--- config.mk ---
export PLATFORM = sky130hd
export DESIGN_NAME = uart_fifo
export DESIGN_NICKNAME = d
export VERILOG_FILES = /design/src/rtl/uart_fifo.sv
export SDC_FILE = /design/constraint.sdc
export NUM_CORES = 1
export LEC_CHECK = 0
export CAP_MARGIN = 10
export CORE_ASPECT_RATIO = 0.75
export CORE_MARGIN = 3
export CORE_UTILIZATION = 56
export DETAILED_ROUTE_END_ITERATION = 12
export GPL_ROUTABILITY_DRIVEN = 0
export PLACE_DENSITY_LB_ADDON = 0.12
export SYNTH_ARGS = -nofsm -noshare
export SYNTH_HDL_FRONTEND = slang
export SYNTH_SLANG_ARGS = --single-unit
--- constraint.sdc ---
create_clock -name clk -period 5.8 [get_ports clk]
set_input_delay 1.74 -clock clk [delete_from_list [all_inputs] [get_ports clk]]
set_output_delay 1.74 -clock clk [all_outputs]
set_load 0.01 [all_outputs]
--- src/rtl/uart_fifo.sv ---
// uart_fifo: register-mapped UART with TX/RX FIFOs, programmable divisor, parity, stop bits and interrupt
module uart_fifo #(
   parameter int DATA_BITS  = 8,
   parameter int FIFO_DEPTH = 16,
   parameter int DIV_W      = 16,
   parameter int DIV_RESET  = 433
) (
   input  logic        clk,
   input  logic        rst,
   input  logic        we,
   input  logic        re,
   input  logic [2:0]  reg_num,
   input  logic [31:0] wd,
   output logic [31:0] rd,
   input  logic        rx,
   output logic        tx,
   output logic        irq
);
   localparam int AW = $clog2(FIFO_DEPTH);
   typedef enum logic [2:0] {IDLE, START, DATA, PARITY, STOP, BREAK} state_t;
   logic [6:0] ctrl;
   logic [DIV_W-1:0] div, dv;
   logic [3:0] sticky, sticky_set, sticky_clr;
   logic [DATA_BITS-1:0] tx_mem [FIFO_DEPTH];
   logic [DATA_BITS-1:0] rx_mem [FIFO_DEPTH];
   logic [AW-1:0] tx_wp, tx_rp, rx_wp, rx_rp;
   logic [AW:0] tx_lvl, rx_lvl;
   logic tx_empty, tx_full, rx_empty, rx_full;
   logic tx_req, tx_push, tx_pop, rx_req, rx_push, rx_pop;
   state_t ts, ts_n, rs, rs_n;
   logic [DIV_W-1:0] t_div, t_ck, r_div, r_ck;
   logic [DIV_W:0] half;
   logic [3:0] t_bit, r_bit;
   logic [DATA_BITS-1:0] t_sh, r_sh;
   logic t_pen, t_par, t_two, t_stop2, t_tick;
   logic r_pen, r_odd, r_tick, r_mid;
   logic rs1, rs2, rs3, r_fall, perr_set, ferr_set;
   assign dv = div < DIV_W'(3) ? DIV_W'(3) : div;
   assign tx_empty = tx_lvl == '0;
   assign rx_empty = rx_lvl == '0;
   assign tx_full = tx_lvl == (AW+1)'(FIFO_DEPTH);
   assign rx_full = rx_lvl == (AW+1)'(FIFO_DEPTH);
   assign tx_req = we && reg_num == 3'd0;
   assign tx_pop = ts == IDLE && ctrl[0] && !tx_empty;
   assign tx_push = tx_req && (!tx_full || tx_pop);
   assign rx_pop = re && reg_num == 3'd0 && !rx_empty;
   assign rx_push = rx_req && (!rx_full || rx_pop);
   assign t_tick = t_ck == t_div;
   assign half = ({1'b0, r_div} + 1'b1) >> 1;
   assign r_mid = r_ck == half[DIV_W-1:0] - 1'b1;
   assign r_tick = r_ck == r_div;
   assign r_fall = rs3 && !rs2;
   assign rx_req = rs == STOP && r_tick && rs2;
   assign ferr_set = rs == STOP && r_tick && !rs2;
   assign perr_set = rs == PARITY && r_tick && (^r_sh ^ rs2 ^ r_odd);
   assign sticky_set = {tx_req && !tx_push, rx_req && !rx_push, ferr_set, perr_set};
   assign sticky_clr = (we && reg_num == 3'd1) ? wd[9:6] : 4'd0;
   assign tx = ts == START ? 1'b0 : ts == DATA ? t_sh[0] : ts == PARITY ? t_par : 1'b1;
   assign rd = reg_num == 3'd0 ? 32'(rx_mem[rx_rp]) :
               reg_num == 3'd1 ? {22'd0, sticky, rs != IDLE, ts != IDLE, rx_full, rx_empty, tx_full, tx_empty} :
               reg_num == 3'd2 ? {25'd0, ctrl} :
               reg_num == 3'd3 ? 32'(div) :
               reg_num == 3'd4 ? {16'(rx_lvl), 16'(tx_lvl)} : 32'd0;
   always_comb begin
      ts_n = ts;
      case (ts)
         IDLE:    ts_n = tx_pop ? START : IDLE;
         START:   ts_n = t_tick ? DATA : START;
         DATA:    ts_n = (t_tick && t_bit == 4'(DATA_BITS-1)) ? (t_pen ? PARITY : STOP) : DATA;
         PARITY:  ts_n = t_tick ? STOP : PARITY;
         STOP:    ts_n = (t_tick && (!t_two || t_stop2)) ? IDLE : STOP;
         default: ts_n = IDLE;
      endcase
   end
   always_comb begin
      rs_n = rs;
      case (rs)
         IDLE:    rs_n = (ctrl[1] && r_fall) ? START : IDLE;
         START:   rs_n = r_mid ? (rs2 ? IDLE : DATA) : START;
         DATA:    rs_n = (r_tick && r_bit == 4'(DATA_BITS-1)) ? (r_pen ? PARITY : STOP) : DATA;
         PARITY:  rs_n = r_tick ? STOP : PARITY;
         STOP:    rs_n = r_tick ? (rs2 ? IDLE : BREAK) : STOP;
         BREAK:   rs_n = rs2 ? IDLE : BREAK;
         default: rs_n = IDLE;
      endcase
   end
   always_ff @(posedge clk) begin
      if (tx_push) tx_mem[tx_wp] <= wd[DATA_BITS-1:0];
      if (rx_push) rx_mem[rx_wp] <= r_sh;
   end
   always_ff @(posedge clk) begin
      if (rst) begin
         ts <= IDLE;
         rs <= IDLE;
         t_ck <= '0;
         r_ck <= '0;
         {rs1, rs2, rs3} <= 3'b111;
         tx_wp <= '0;
         tx_rp <= '0;
         rx_wp <= '0;
         rx_rp <= '0;
         tx_lvl <= '0;
         rx_lvl <= '0;
         ctrl <= '0;
         div <= DIV_W'(DIV_RESET);
         sticky <= '0;
         irq <= 1'b0;
      end else begin
         ts <= ts_n;
         rs <= rs_n;
         {rs3, rs2, rs1} <= {rs2, rs1, rx};
         t_ck <= (ts == IDLE || t_tick) ? '0 : t_ck + 1'b1;
         r_ck <= (rs == IDLE || r_tick || (rs == START && r_mid)) ? '0 : r_ck + 1'b1;
         if (tx_pop) begin
            t_sh <= tx_mem[tx_rp];
            t_par <= ^tx_mem[tx_rp] ^ ctrl[3];
            t_div <= dv;
            t_pen <= ^ctrl[3:2];
            t_two <= ctrl[4];
            t_stop2 <= 1'b0;
            t_bit <= '0;
         end
         if (ts == DATA && t_tick) begin
            t_sh <= t_sh >> 1;
            t_bit <= t_bit + 1'b1;
         end
         if (ts == STOP && t_tick) t_stop2 <= 1'b1;
         if (rs == IDLE) begin
            r_div <= dv;
            r_pen <= ^ctrl[3:2];
            r_odd <= ctrl[3];
            r_bit <= '0;
         end
         if (rs == DATA && r_tick) begin
            r_sh <= {rs2, r_sh[DATA_BITS-1:1]};
            r_bit <= r_bit + 1'b1;
         end
         if (tx_push) tx_wp <= tx_wp + 1'b1;
         if (tx_pop) tx_rp <= tx_rp + 1'b1;
         if (rx_push) rx_wp <= rx_wp + 1'b1;
         if (rx_pop) rx_rp <= rx_rp + 1'b1;
         tx_lvl <= tx_lvl + (AW+1)'(tx_push) - (AW+1)'(tx_pop);
         rx_lvl <= rx_lvl + (AW+1)'(rx_push) - (AW+1)'(rx_pop);
         if (we && reg_num == 3'd2) ctrl <= wd[6:0];
         if (we && reg_num == 3'd3) div <= wd[DIV_W-1:0];
         sticky <= (sticky & ~sticky_clr) | sticky_set;
         irq <= (ctrl[5] && !rx_empty) || (ctrl[6] && tx_empty) || (ctrl[5] && |sticky[2:0]);
      end
   end
endmodule
==> impl_metrics.env <==
export IMPL_status="completed"
export IMPL_cts_buffers=40
export IMPL_synthArstFlopShare_pct=0
export IMPL_crit_chain="clkdlybuf4s50_1 > clkinv_1 > buf_4 > o21ai_0 > a221oi_1 > a21oi_1 > a21oi_1 > clkdlybuf4s50_1"
export IMPL_path_clk_slew_ps=60
export IMPL_setup_viol=0
export IMPL_peakVddDrop_mv=0.2898
export IMPL_cts_sinks=421
export IMPL_post_place_ws_ps=141.7
export IMPL_grt_first_pass_wirelength_microns=60660
export IMPL_synth_edf_count=318
export IMPL_drive_above_1_share_pct=15.78
export IMPL_ys_warn_count=0
export IMPL_utilization_pct=64.87
export IMPL_cts_setup_buffers=0
export IMPL_antennaDiodeCount=0
export IMPL_cellLeakagePower_nw=6.607
export IMPL_worstReg2RegStart="r_div[3]"
export IMPL_setup_tns_ps=0
export IMPL_syn_inst=1325
export IMPL_grt_max_degree=67
export IMPL_nNetsFinal=1433
export IMPL_cts_tree="yes"
export IMPL_worstMarginPinSlew_ps=1094
export IMPL_worstPathArrival_ps=3930
export IMPL_relSlewSlack_pct=27.08
export IMPL_dieArea_sq_mm=0.03530
export IMPL_slew_violations=0
export IMPL_netlist_top_cells_area="edfxtp_1 52%, dfxtp_1 11%, mux4_2 9.9%, xnor2_1 4.3%, nor2_1 2.5%"
export IMPL_dp_hpwl_microns=26650
export IMPL_grt_pass1_vias=10360
export IMPL_synth_avg_cell_area_sq_um=13.97
export IMPL_ctsRootBufferMaster="clkbuf_16"
export IMPL_holdBufCountCts=0
export IMPL_slowest_stage="clkdlybuf4s50_1"
export IMPL_synth_ff_latch_count=421
export IMPL_synth_top_area_cell="edfxtp_1"
export IMPL_rr_endpoint="rx_mem[11][4]"
export IMPL_die_h_microns=163.5
export IMPL_cp_num_buf_inv=4
export IMPL_rsz0062_at_grt="false"
export IMPL_ys_types=67
export IMPL_ys_flop_type="edfxtp_1"
export IMPL_power_density_mw_per_mm2=298.3
export IMPL_vias=10570
export IMPL_dr_first_iter_drc_count=1010
export IMPL_totalPowerFinal_mw=6.169
export IMPL_htree_num_levels=2
export IMPL_critPathLaunch="reg_num[1]"
export IMPL_drt_first_pass_iters=5
export IMPL_crit_type="primary input to output port"
export IMPL_crit_path_end_kind="output port"
export IMPL_reg2reg_depth=9
export IMPL_ys_seq_area_share_pct=62.71
export IMPL_die_w_microns=216.0
export IMPL_syn_area_sq_mm=0.01852
export IMPL_cpLargestDelayFamily="buffers and inverters"
export IMPL_post_drt_wl_per_cell_microns=21.02
export IMPL_period_share_pct=97.83
export IMPL_worst_path_largest_cell_delay_ps=600
export IMPL_core_sq_mm=0.03188
export IMPL_fin_skew_ps=16.28
export IMPL_insertion_delay_ps=550
export IMPL_startpoint_type="primary input"
export IMPL_drc=0
export IMPL_grt_overflow_total=0
export IMPL_antenna_left=0
export IMPL_grt_use_total_pct=22.40
export IMPL_critPathMaxFanout=9
export IMPL_viasPerCell=5.779
export IMPL_critPathRequiredTime_ps=4060
export IMPL_maxCapViolCount=0
export IMPL_cts_path_max_buffers=3
export IMPL_fin_ws_ps=126.0
export IMPL_finalHoldViolations=0
export IMPL_fillers=2349
export IMPL_post_cts_resized=0
export IMPL_area_growth_pct=11.70
export IMPL_grt_antenna_before_repair=0
export IMPL_ios=74
export IMPL_routed_wl_microns=38450
export IMPL_fmax_ghz=0.1762
export IMPL_ff2ff_setup_slack_ps=1930
export IMPL_num_rows=56
export IMPL_io_buffer_count=46
export IMPL_synth_top_area_share_pct=51.57
export IMPL_start_util_pct=58.08
export IMPL_hold_path_class="register to register"
export IMPL_finalWorstPathRequiredPeriod_ps=5674
export IMPL_endpoint="rd[4]"
export IMPL_cp_depth=8
[Yosys cell counts (17+ instances only)]
cell      count
nor2_1      122
nor3_1       20
mux2i_1      19
nand4_1      22
ha_1         27
edfxtp_1    318
dfxtp_1     103
xor2_1       41
nand3_1      30
clkbuf_1     59
xnor2_1      91
nand2_1      99
inv_1        32
o21ai_0      17
mux4_2       81
a21oi_1      47
[how the worst min path moves through the flow]
| stage | from | endpoint | slack (ps) | cells after the start |
|---|---|---|---|---|
| CTS | rs1 | rs2 | 410 | 1 |
| floorplan | rs1 | rs2 | 390 | 1 |
| global placement | rs1 | rs2 | 400 | 1 |
| detailed placement | rs1 | rs2 | 390 | 1 |
| finish | rs1 | rs2 | 410 | 1 |
| global route | rs1 | rs2 | 410 | 1 |
[flip-flops by register name, summed over array words and instances, names as in the netlist, 5 cells and up, named ones only]
name	count
tx_lvl	5
tx_mem	128
t_ck	16
rx_lvl	5
div	16
r_ck	16
t_div	16
rx_mem	128
t_sh	8
r_sh	8
r_div	16
ctrl	7
[layer usage]
metal / share of wire, % / GRT usage [%] / vias to the layer above
met5: 0 / 0 / -
met4: 2.2 / 5.756 / 0
met2: 44 / 33.44 / 316
met1: 47 / 34.56 / 5253
met3: 7.0 / 3.887 / 57
li1: - / - / 4943
[cell families (layout without fill, tap and decap cells)]
family	after synthesis	in the layout	synth area share (%)
adder cells (fa/ha/maj)	29	29	2.041
AO/OA/AOI/OAI	105	105	3.703
flip-flops	421	421	62.71
XOR/XNOR	132	132	6.244
other	1	11	0.02025
AND/OR/NAND/NOR	399	399	10.79
multiplexers	110	110	11.49
buffers and inverters	128	187	3.007
[worst register-to-register path, cell delays in order, from the launching register on]
cell and delay [ps]:
edfxtp_1 640, xnor2_1 280, nand4_1 120, nor4_2 250, buf_4 310, and2_1 220
nand3_1 200, nor2_1 570, nand2_1 290, nor2_1 630
[power breakdown]
| part | switching, mW | leakage (nW) | total [mW] | internal [mW] |
|---|---|---|---|---|
| clock network | 1.09 | 0.628 | 2.52 | 1.43 |
| registers | 0.0429 | 3.71 | 3.29 | 3.25 |
| logic | 0.196 | 2.27 | 0.357 | 0.161 |
| total | 1.33 | 6.61 | 6.17 | 4.84 |
[per-stage QoR]
stage	cell area (sq um)	cells	hold slack (ps)
after floorplan	18550	1335	389.5
after global placement	19420	1757	400.4
after detailed placement	19420	1757	393.4
after CTS	20680	1829	411.1
after global routing	20680	1829	414.7
final	20680	1829	410.1
[area by class of cell]
type | count | area, sq um | area share, %
well taps | 435 | 544.3 | 2.632
inverters | 33 | 123.9 | 0.5989
clock inverters | 15 | 115.1 | 0.5566
repair buffers | 82 | 740.7 | 3.582
multi-input cells | 786 | 6397 | 30.93
flip-flops and latches | 421 | 11610 | 56.16
clock buffers | 57 | 1146 | 5.542
[cell usage in the layout, fill, tap and decap left out, types with 41 or more instances in the layout]
cell | netlist | final
nand2_1 | 99 | 99
xor2_1 | 41 | 41
xnor2_1 | 91 | 91
a21oi_1 | 47 | 47
dfxtp_1 | 103 | 101
mux4_2 | 81 | 81
clkbuf_16 | 0 | 41
clkdlybuf4s50_1 | 0 | 45
nor2_1 | 122 | 122
edfxtp_1 | 318 | 318
(Power assumes the default switching activity.)
